File: src/rtl/config_chain_driver_pkg.sv
// -----------------------------------------------------------------------------
// config_chain_driver_pkg
// Shared definitions for the configuration latch chain driver: the controller
// state encoding and the width helpers used to size the slot and bit counters.
// No ports (package).
// -----------------------------------------------------------------------------
package config_chain_driver_pkg;

  typedef enum logic [2:0] {
    ST_IDLE      = 3'd0,
    ST_WAIT_WORD = 3'd1,
    ST_SETUP     = 3'd2,
    ST_PHI1      = 3'd3,
    ST_GAP       = 3'd4,
    ST_PHI2      = 3'd5,
    ST_DONE      = 3'd6
  } chain_state_t;

  // Slot down-counter holds PULSE_CYCLES-1; a single-cycle slot still needs
  // a one-bit register so the counter never collapses to zero width.
  function automatic int slot_cnt_w(input int pulse_cycles);
    return (pulse_cycles > 1) ? $clog2(pulse_cycles) : 1;
  endfunction

  // Width able to hold every value from 0 up to and including max_count.
  function automatic int bit_cnt_w(input int max_count);
    return (max_count > 0) ? $clog2(max_count + 1) : 1;
  endfunction

endpackage

File: src/rtl/config_chain_driver_phase_gen.sv
// -----------------------------------------------------------------------------
// conf_phase_gen
// Timing-slot counter and strobe decode for the chain driver. Every timed state
// (SETUP, PHI1, GAP, PHI2) lasts PULSE_CYCLES clocks; o_slot_end flags the last
// clock of the current slot. Strobes are registered from the current state, so
// they trail the state by one clock, matching the registered CONF_DATA.
//
// Ports:
//   i_clk       system clock
//   i_rst       synchronous active-high reset
//   i_state     current controller state
//   o_slot_end  last clock of the current timed slot (combinational)
//   o_phi1      registered phase-1 strobe
//   o_phi2      registered phase-2 strobe
// -----------------------------------------------------------------------------
module conf_phase_gen
  import config_chain_driver_pkg::*;
#(
  parameter int PULSE_CYCLES = 1
) (
  input  logic         i_clk,
  input  logic         i_rst,
  input  chain_state_t i_state,
  output logic         o_slot_end,
  output logic         o_phi1,
  output logic         o_phi2
);

  localparam int SW = slot_cnt_w(PULSE_CYCLES);
  localparam logic [SW-1:0] SLOT_LOAD = SW'(PULSE_CYCLES - 1);

  logic [SW-1:0] r_slot;
  logic          r_phi1;
  logic          r_phi2;
  logic          w_timed;

  assign w_timed    = (i_state == ST_SETUP) || (i_state == ST_PHI1) ||
                      (i_state == ST_GAP)   || (i_state == ST_PHI2);
  assign o_slot_end = w_timed && (r_slot == '0);

  // Counter sits preloaded outside the timed states so the first SETUP slot
  // after a word is accepted is already full length.
  always_ff @(posedge i_clk) begin
    if (i_rst) begin
      r_slot <= SLOT_LOAD;
      r_phi1 <= 1'b0;
      r_phi2 <= 1'b0;
    end else begin
      if (!w_timed || o_slot_end) begin
        r_slot <= SLOT_LOAD;
      end else begin
        r_slot <= r_slot - SW'(1);
      end
      r_phi1 <= (i_state == ST_PHI1);
      r_phi2 <= (i_state == ST_PHI2);
    end
  end

  assign o_phi1 = r_phi1;
  assign o_phi2 = r_phi2;

endmodule

File: src/rtl/config_chain_driver.sv
// -----------------------------------------------------------------------------
// config_chain_driver
// Serialises host configuration words MSB-first onto a two-phase latch chain.
// Each bit takes four slots: SETUP (data presented), PHI1 strobe, GAP, PHI2
// strobe. A frame shifts exactly CHAIN_LEN bits; the tail of the last word
// beyond CHAIN_LEN is discarded.
//
// Ports:
//   CLK         system clock
//   RESET       synchronous active-high reset
//   start       single-cycle frame request (honoured only in IDLE)
//   data_in     host word
//   data_valid  data_in valid
//   data_ready  word accepted this cycle when data_valid is high
//   CONF_DATA   serial data to chain CONFin (registered)
//   CONF_PHI1   phase-1 strobe (registered)
//   CONF_PHI2   phase-2 strobe (registered)
//   busy        frame in progress (registered)
//   done        one-cycle frame-complete pulse (registered)
//
// state     | meaning
// ----------+-------------------------------------------------------------
// IDLE      | no frame; waits for start
// WAIT_WORD | frame open, waiting for a host word (strobes low)
// SETUP     | present current MSB on CONF_DATA
// PHI1      | phase-1 strobe high
// GAP       | both strobes low, non-overlap guard
// PHI2      | phase-2 strobe high; bit retired on exit
// DONE      | frame complete, done pulse issued
// -----------------------------------------------------------------------------
module config_chain_driver
  import config_chain_driver_pkg::*;
#(
  parameter int WORD_WIDTH   = 32,
  parameter int CHAIN_LEN    = 128,
  parameter int PULSE_CYCLES = 1
) (
  input  logic                  CLK,
  input  logic                  RESET,
  input  logic                  start,
  input  logic [WORD_WIDTH-1:0] data_in,
  input  logic                  data_valid,
  output logic                  data_ready,
  output logic                  CONF_DATA,
  output logic                  CONF_PHI1,
  output logic                  CONF_PHI2,
  output logic                  busy,
  output logic                  done
);

  localparam int BW = bit_cnt_w(CHAIN_LEN);
  localparam int LW = bit_cnt_w(WORD_WIDTH);

  chain_state_t          r_state;
  chain_state_t          w_state_nxt;
  logic [WORD_WIDTH-1:0] r_shreg;
  logic [BW-1:0]         r_bits_sent;
  logic [LW-1:0]         r_bits_left;
  logic                  r_conf_data;
  logic                  r_busy;
  logic                  r_done;

  logic                  w_slot_end;
  logic                  w_accept;
  logic                  w_bit_exit;
  logic                  w_last_bit;
  logic                  w_word_empty;
  logic [31:0]           w_remaining;
  logic [LW-1:0]         w_load_len;

  assign data_ready   = (r_state == ST_WAIT_WORD);
  assign w_accept     = data_ready && data_valid;
  assign w_bit_exit   = (r_state == ST_PHI2) && w_slot_end;
  // Decisions on PHI2 exit look at the counters before they are updated.
  assign w_last_bit   = (r_bits_sent == BW'(CHAIN_LEN - 1));
  assign w_word_empty = (r_bits_left == LW'(1));

  // Bits still owed to the chain; caps the load so a final partial word only
  // contributes its upper bits.
  assign w_remaining  = 32'(CHAIN_LEN) - 32'(r_bits_sent);
  assign w_load_len   = (w_remaining >= 32'(WORD_WIDTH)) ? LW'(WORD_WIDTH)
                                                         : LW'(w_remaining);

  conf_phase_gen #(
    .PULSE_CYCLES (PULSE_CYCLES)
  ) u_phase_gen (
    .i_clk      (CLK),
    .i_rst      (RESET),
    .i_state    (r_state),
    .o_slot_end (w_slot_end),
    .o_phi1     (CONF_PHI1),
    .o_phi2     (CONF_PHI2)
  );

  always_ff @(posedge CLK) begin
    if (RESET) begin
      r_state <= ST_IDLE;
    end else begin
      r_state <= w_state_nxt;
    end
  end

  always_comb begin
    w_state_nxt = r_state;
    case (r_state)
      ST_IDLE:      if (start)      w_state_nxt = ST_WAIT_WORD;
      ST_WAIT_WORD: if (w_accept)   w_state_nxt = ST_SETUP;
      ST_SETUP:     if (w_slot_end) w_state_nxt = ST_PHI1;
      ST_PHI1:      if (w_slot_end) w_state_nxt = ST_GAP;
      ST_GAP:       if (w_slot_end) w_state_nxt = ST_PHI2;
      ST_PHI2: begin
        if (w_slot_end) begin
          if (w_last_bit) begin
            w_state_nxt = ST_DONE;
          end else if (w_word_empty) begin
            w_state_nxt = ST_WAIT_WORD;
          end else begin
            w_state_nxt = ST_SETUP;
          end
        end
      end
      ST_DONE:      w_state_nxt = ST_IDLE;
      default:      w_state_nxt = ST_IDLE;
    endcase
  end

  always_ff @(posedge CLK) begin
    if (RESET) begin
      r_shreg     <= '0;
      r_bits_sent <= '0;
      r_bits_left <= '0;
      r_conf_data <= 1'b0;
      r_busy      <= 1'b0;
      r_done      <= 1'b0;
    end else begin
      if ((r_state == ST_IDLE) && start) begin
        r_bits_sent <= '0;
      end

      if (w_accept) begin
        r_shreg     <= data_in;
        r_bits_left <= w_load_len;
      end else if (w_bit_exit) begin
        r_shreg     <= {r_shreg[WORD_WIDTH-2:0], 1'b0};
        r_bits_sent <= r_bits_sent + BW'(1);
        r_bits_left <= r_bits_left - LW'(1);
      end

      // CONF_DATA only moves in SETUP and otherwise holds the last bit, so
      // the head latch keeps its value across stalls and after the frame.
      if (r_state == ST_SETUP) begin
        r_conf_data <= r_shreg[WORD_WIDTH-1];
      end

      r_busy <= (r_state == ST_WAIT_WORD) || (r_state == ST_SETUP) ||
                (r_state == ST_PHI1)      || (r_state == ST_GAP)   ||
                (r_state == ST_PHI2);
      r_done <= (r_state == ST_DONE);
    end
  end

  assign CONF_DATA = r_conf_data;
  assign busy      = r_busy;
  assign done      = r_done;

endmodule

File: config.mk
export PLATFORM = sky130hd
export DESIGN_NAME = config_chain_driver
export DESIGN_NICKNAME = d
export VERILOG_FILES = /design/src/rtl/config_chain_driver_pkg.sv /design/src/rtl/config_chain_driver_phase_gen.sv /design/src/rtl/config_chain_driver.sv
export SDC_FILE = /design/constraint.sdc
export NUM_CORES = 1
export LEC_CHECK = 0
export ABC_AREA = 0
export CAP_MARGIN = 30
export CORE_MARGIN = 4
export CORE_UTILIZATION = 33
export CTS_BUF_LIST = sky130_fd_sc_hd__clkbuf_4 sky130_fd_sc_hd__clkbuf_8
export DETAILED_ROUTE_END_ITERATION = 6
export SLEW_MARGIN = 20
export SYNTH_ARGS = -nofsm -noshare
export SYNTH_HDL_FRONTEND = slang
export SYNTH_SLANG_ARGS = --single-unit
File: constraint.sdc
create_clock -name CLK -period 1.9 [get_ports CLK]
set_input_delay 0.19 -clock CLK [delete_from_list [all_inputs] [get_ports CLK]]
set_output_delay 0.19 -clock CLK [all_outputs]
set_load 0.01 [all_outputs]
# --- Yosys cells after proc, flatten, opt, wreduce, memory -nomap -nowiden ---
# Cells that the tools add are included.
totals:
  regBits: 55
  latch_bits: 0
  ramBits: 0
  rom_bits: 0
  input_bits: 36
  out_inout_bits: 6
  wordCells: 64
  n_memories: 0
op_classes:
  addsub: 4
  mul: 0
  div_mod_pow: 0
  n_lt_le_gt_ge: 1
  eq_ne: 14
  shift: 0
  mux: 17
  bitwise_logic: 1
  n_reduce_logical: 17
op_table:
  columns: ["cell", "count"]
  rows:
  - ["$mux W32", 2]
  - ["$ge A32 B6 Y1 const B", 1]
  - ["$mux W8", 3]
  - ["$mux W3", 7]
  - ["$mux W6", 3]
  - ["$pmux W3 S6", 1]
  - ["$ne A2 B1 Y1 const B", 5]
  - ["$eq A3 B3 Y1 const B", 3]
  - ["$sub A8 B8 Y9 const A", 1]
  - ["$add A8 B1 Y8 const B", 1]
  - ["$eq A8 B7 Y1 const B", 1]
  - ["$logic_or A1 B1 Y1", 8]
  - ["$eq A3 B2 Y1 const B", 2]
  - ["$eq A6 B1 Y1 const B", 1]
  - ["$reduce_and A6 Y1", 1]
  - ["$sub A6 B1 Y6 const B", 1]
  - ["$logic_and A1 B1 Y1", 4]
  - ["$eq A3 B1 Y1 const B", 1]
  - ["$logic_not A3 Y1", 1]
  - ["$mux W2", 1]
  - ["$ne A2 B2 Y1 const B", 1]
  - ["$reduce_bool A2 Y1", 1]
  - ["$reduce_or A2 Y1", 1]
  - ["$logic_not A1 Y1", 1]
  - ["other kinds (2)", 2]

# --- Logic depth before layout (Yosys ltp) ---
depth:
  ltp_word: 8
  depth_mapped: 8

# --- Hierarchy ---
# From an unflattened synthesis, not the netlist that was laid out.
unflattened:
  cells_unflattened: 303
  hier_area_um2: 2565.0
modules_own_cells:
  columns: ["mod", "instances", "cells_per_inst", "area_per_inst_um2", "seq_area_each_um2"]
  rows:
  - ["config_chain_driver", 1, 293, 2466.1, 1041.0]
  - ["conf_phase_gen", 1, 10, 98.8, 60.1]

# --- Worst setup path before layout ---
# OpenSTA, ideal clock, no wires.
synth_path:
  path_type: "reg-to-reg"
  from: "reg r_state[2]"
  to: "reg r_shreg[28]"
  setup_time_ns: 0.070
  arrival_ns: 1.865
  t_required_ns: 1.830
  setup_slack_ns: -0.036
  stages_incl_launch_ff: 9
  n_path_buf: 2
  period_less_slack_ns: 1.936
  cell_sequence: "dfxtp_1 ha_1 nor2b_1 and3_1 clkbuf_1 nor2_1 clkbuf_1 nand2_1 a21oi_1"
synth_via:
  elab_chain_cells: 7
synth_rtl:
  columns: ["element", "line_no", "text"]
  rows:
  - ["start: declaration", "config_chain_driver.sv:54", "chain_state_t r_state;"]
  - ["start signal: assignment", "config_chain_driver.sv:99", "r_state <= w_state_nxt;"]
  - ["$eq A3 B2 Y1", "config_chain_driver_phase_gen.sv:37", "assign w_timed = (i_state == ST_SETUP) || (i_state == ST_PHI1) ||"]
  - ["$logic_or A1 B1 Y1 (2 in a row)", "config_chain_driver_phase_gen.sv:37", null]
  - ["$logic_or A1 B1 Y1", "config_chain_driver_phase_gen.sv:38", "(i_state == ST_GAP) || (i_state == ST_PHI2);"]
  - ["$logic_and A1 B1 Y1", "config_chain_driver_phase_gen.sv:39", "assign o_slot_end = w_timed && (r_slot == '0);"]
  - ["$logic_and A1 B1 Y1", "config_chain_driver.sv:73", "assign w_bit_exit = (r_state == ST_PHI2) && w_slot_end;"]
  - ["$reduce_bool A2 Y1 (no source line)", null, null]
  - ["end signal: assignment", "config_chain_driver.sv:141", "r_shreg <= data_in;"]
  - ["end signal: assignment", "config_chain_driver.sv:144", "r_shreg <= {r_shreg[WORD_WIDTH-2:0], 1'b0};"]
  - ["end: declaration", "config_chain_driver.sv:56", "logic [WORD_WIDTH-1:0] r_shreg;"]
# Several ways; a longest one is shown, not always the timed one.
# A chain may end at the register's enable or synchronous reset.

# --- Worst setup path in the final report ---
layout_path:
  from: "reg r_bits_sent[2]"
  to: "reg r_bits_left[1]"
layout_via:
  elab_chain_cells: 4
layout_rtl:
  columns: ["element", "line_no", "text"]
  rows:
  - ["start: declaration", "config_chain_driver.sv:57", "logic [BW-1:0] r_bits_sent;"]
  - ["start signal: assignment", "config_chain_driver.sv:145", "r_bits_sent <= r_bits_sent + BW'(1);"]
  - ["$sub A8 B8 Y9", "config_chain_driver.sv:80", "assign w_remaining = 32'(CHAIN_LEN) - 32'(r_bits_sent);"]
  - ["$ge A32 B6 Y1", "config_chain_driver.sv:81", "assign w_load_len = (w_remaining >= 32'(WORD_WIDTH)) ? LW'(WORD_WIDTH)"]
  - ["$mux W6", "config_chain_driver.sv:81", null]
  - ["$mux W6", "config_chain_driver.sv:140", "if (w_accept) begin"]
  - ["end signal: assignment", "config_chain_driver.sv:142", "r_bits_left <= w_load_len;"]
  - ["end signal: assignment", "config_chain_driver.sv:146", "r_bits_left <= r_bits_left - LW'(1);"]
  - ["end: declaration", "config_chain_driver.sv:58", "logic [LW-1:0] r_bits_left;"]
# Every way passes these cells.

==> metrics.log <==
INFO  metric tritoncts = built
INFO  metric report.final.slew_viol_count = 0
INFO  metric synth_area = approximately 0.0025 sq mm
INFO  metric cap_viol_max_count = 0
INFO  metric critical_path_class = register to register
INFO  metric fill_cells = 751
INFO  metric postCtsHoldBufs = 0
INFO  metric io_buffer_count = 41
INFO  metric timing.final.crit_period = between 1500 and 2000 ps
INFO  metric post_synth.cell_area_avg = 8.502 sq um
INFO  metric grt_max_degree = 31
INFO  metric final_report_setup_violation_count = 0
INFO  metric placementRows = 31
INFO  metric avgRoutedWirePerCell = about 13 um
INFO  metric critPathLaunchType = register
INFO  metric placeableCoreArea = about 0.0074 sq mm
INFO  metric worst_setup_ep_type = register
INFO  metric place_congestion = 0.7915
INFO  metric synth.ff_latch_count = 55
INFO  metric io_pins = between 40 and 50
INFO  metric max_slew.worst_pin.slew = just over 600 ps
INFO  metric power.density_cell_area = around 900 mW/mm^2
INFO  metric grt_first_pass_wirelength = roughly 9600 um
INFO  metric p_total = a little under 3 mW
INFO  metric die_area = 0.009144 sq mm
INFO  metric total_half_perimeter_wirelength_after_legalization_and_detailed_placement = between 4000 and 5000 um
INFO  metric floorplan.initialDensity = between 30% and 40%
INFO  metric via_per_inst = about 5
INFO  metric grt_antenna_before_repair = 0
INFO  metric grt_setup_unrepaired = yes
INFO  metric route.vias.total = 2209
INFO  metric hold_viol = 0
INFO  metric worstPathArrival = slightly above 2000 ps
INFO  metric global_route.usage.total = 12.94%
INFO  metric synthesis.instances = 298
INFO  metric clkSlewWorstSetupHoldPaths = approximately 100 ps
INFO  metric synth.area.top_cells = sky130_fd_sc_hd__dfxtp_1 (43%), sky130_fd_sc_hd__a22oi_1 (8.9%), sky130_fd_sc_hd__a21oi_1 (7.3%)
INFO  metric clkLatencyLatePin = slightly above 300 ps
INFO  metric cts-root-to-sink-buffers = 2
INFO  metric drive_gt1_share = a little over an eighth
INFO  metric detail-route-antenna-nets = 0
INFO  metric postCtsSetupRepairBufs = 0
INFO  metric floorplan.die.height = ~96 um
INFO  metric die_w = approximately 96 um
INFO  metric nNetsFinal = just under 400
INFO  metric antenna-diode-count = 0
INFO  metric crit_path_max_fanout = 6
INFO  metric detailedRoute.firstPassIterationCount = 4
INFO  metric clock_tree.root_cell = sky130_fd_sc_hd__clkbuf_8
INFO  metric numCtsBuffers = 5
INFO  metric min_period_over_period = ~95%
INFO  metric synth_fp_nets = 340
INFO  metric number_of_global_route_vias_before_repair = between 2000 and 2500
INFO  metric worst_path_required_time = between 2000 and 2500 ps
INFO  metric drt-initial-drc-count = roughly 120
INFO  metric ys_types = 47
INFO  metric fin_skew = roughly 9.5 ps
INFO  metric post-place-cells = ~440
INFO  metric area_delta_synth_final = 29.23%
INFO  metric hold_path.class = primary input to register
INFO  metric post-route-drc-count = 0
INFO  metric setup_total_negative_slack = 0 ps
INFO  metric cts_sinks = 55
INFO  metric relSlewSlack = a little under three fifths
INFO  metric cts.htree.levels = 2
INFO  metric seq_area_frac_synth = 43.46%
INFO  metric fin_worst_hold_slack = 272.7 ps
INFO  metric max_freq = roughly 550 MHz
INFO  metric synth.yosys.warnings = 0
INFO  metric final_core_utilization = between 40% and 50%
INFO  metric finalNonFillerCells = approximately 440
INFO  metric wl = ~5700 um
INFO  metric area_share_of_the_largest_cell_type_after_synthesis = between 40% and 50%
INFO  metric vdd.ir_drop.worst = around 0.00036 V
INFO  metric power.static_leakage = roughly 1.1 nW
INFO  metric overflow = 0
INFO  metric run_status = finished, final reports clean
INFO  metric synth_largest_area_cell = sky130_fd_sc_hd__dfxtp_1
==> final timing paths <==
check,from,endpoint,slack [ps],depth (start not counted)
max,r_bits_sent[2],r_bits_left[1],90,5
min,RESET,r_bits_left[0],270,2
max reg2reg,r_bits_sent[2],r_bits_left[1],90,5
min reg2reg,r_shreg[22],r_shreg[22],460,2
==> what timing repair did <==
action / in CTS / in global routing
pin swaps: 0 / 0
gates resized for setup: 3 / 11
endpoints found under the setup margin: 1 / 42
==> cell families (layout without fill, tap and decap cells) <==
group                    after synthesis  count (layout)  synth area share, %
adder cells (fa/ha/maj)                6               6                2.963
multiplexers                           2               2               0.7902
AO/OA/AOI/OAI                         87              87                22.62
buffers and inverters                 30              77                4.988
other                                  1               1               0.1480
AND/OR/NAND/NOR                      103             103                20.20
XOR/XNOR                              14              14                4.840
flip-flops                            55              55                43.46
==> through the flow <==
stage / worst slack, ps / area, sq um
2_1_floorplan: -35.69 / 2534
3_3_place_gp: -11.54 / 3138
6_report: 93.00 / 3274
3_5_place_dp: 14.19 / 3138
4_1_cts: 15.30 / 3241
5_1_grt: -28.25 / 3274
==> worst max-delay path, cell delays in order (launching register included) <==
cell	delay, ps
sky130_fd_sc_hd__dfxtp_2	360
sky130_fd_sc_hd__or3_4	410
sky130_fd_sc_hd__or4_1	400
sky130_fd_sc_hd__o22ai_1	160
sky130_fd_sc_hd__a21oi_1	110
sky130_fd_sc_hd__a2111oi_2	270
==> final cells by class <==
type	instances	area (sq um)	share of cell area [%]
flip-flops and latches	55	1105	33.74
repair buffers	62	569.3	17.39
inverters	7	26.28	0.8024
clock buffers	5	68.82	2.102
multi-input cells	213	1358	41.46
well taps	99	123.9	3.783
clock inverters	3	23.77	0.7260
==> flip-flops by register name (all words and copies together), names as in the netlist <==
| name | cells |
|---|---|
| r_shreg | 32 |
| r_bits_sent | 8 |
| r_bits_left | 6 |
| r_state | 3 |
| CONF_DATA | 1 |
| busy | 1 |
| done | 1 |
| u_phase_gen.o_phi1 | 1 |
| u_phase_gen.o_phi2 | 1 |
| u_phase_gen.r_slot | 1 |
==> cells in the mapped netlist (all sizes together) <==
library cell  number
dfxtp             55
nand2             46
a21oi             37
a22oi             30
nor2              18
clkbuf            17
nor2b              8
xnor2              8
inv                7
buf                6
ha                 6
xor2               6
nor3               5
o21ai              5
nand4              4
nor3b              4
nand3              3
a2111oi            2
a211oi             2
a221oi             2
and3               2
mux2i              2
nand2b             2
nor4bb             2
o41ai              2
or3                2
a21o               1
a311oi             1
a32oi              1
and2               1
and3b              1
and4               1
conb               1
nand4bb            1
nor4               1
o221ai             1
o22ai              1
o31ai              1
o32ai              1
or3b               1
or4                1
==> layer usage <==
metal  vias to the layer above  track usage, %  wire [um]
met2                        33           21.60       2677
met4                         0           3.555         67
met1                      1029           17.05       2800
met5                         -               0          0
met3                         4           2.368        198
li1                       1143               -          -
==> cells in the final DEF (no fill, tap or decap), types with 3 or more instances in the layout <==
cell type,synthesis,final
sky130_fd_sc_hd__clkbuf_8,0,5
sky130_fd_sc_hd__ha_1,6,6
sky130_fd_sc_hd__buf_4,1,19
sky130_fd_sc_hd__nand2_1,46,46
sky130_fd_sc_hd__nand3_1,3,3
sky130_fd_sc_hd__xnor2_1,8,8
sky130_fd_sc_hd__dfxtp_2,0,3
sky130_fd_sc_hd__o21ai_0,5,5
sky130_fd_sc_hd__nor2b_1,8,7
sky130_fd_sc_hd__xor2_1,6,6
sky130_fd_sc_hd__nor3_1,5,4
sky130_fd_sc_hd__a21oi_1,37,37
sky130_fd_sc_hd__inv_1,7,7
sky130_fd_sc_hd__a22oi_1,30,30
sky130_fd_sc_hd__nand4_1,4,4
sky130_fd_sc_hd__clkdlybuf4s50_1,0,39
sky130_fd_sc_hd__dfxtp_1,55,52
sky130_fd_sc_hd__nor2_1,18,17
==> report_power, final <==
group          switching, mW  internal [mW]  total, mW
clock                  0.400          0.267      0.667
sequential            0.0775           1.29       1.37
combinational          0.478          0.442      0.919
total                  0.955           2.00       2.96
Note: power is estimated with default switching activity, not from simulation.
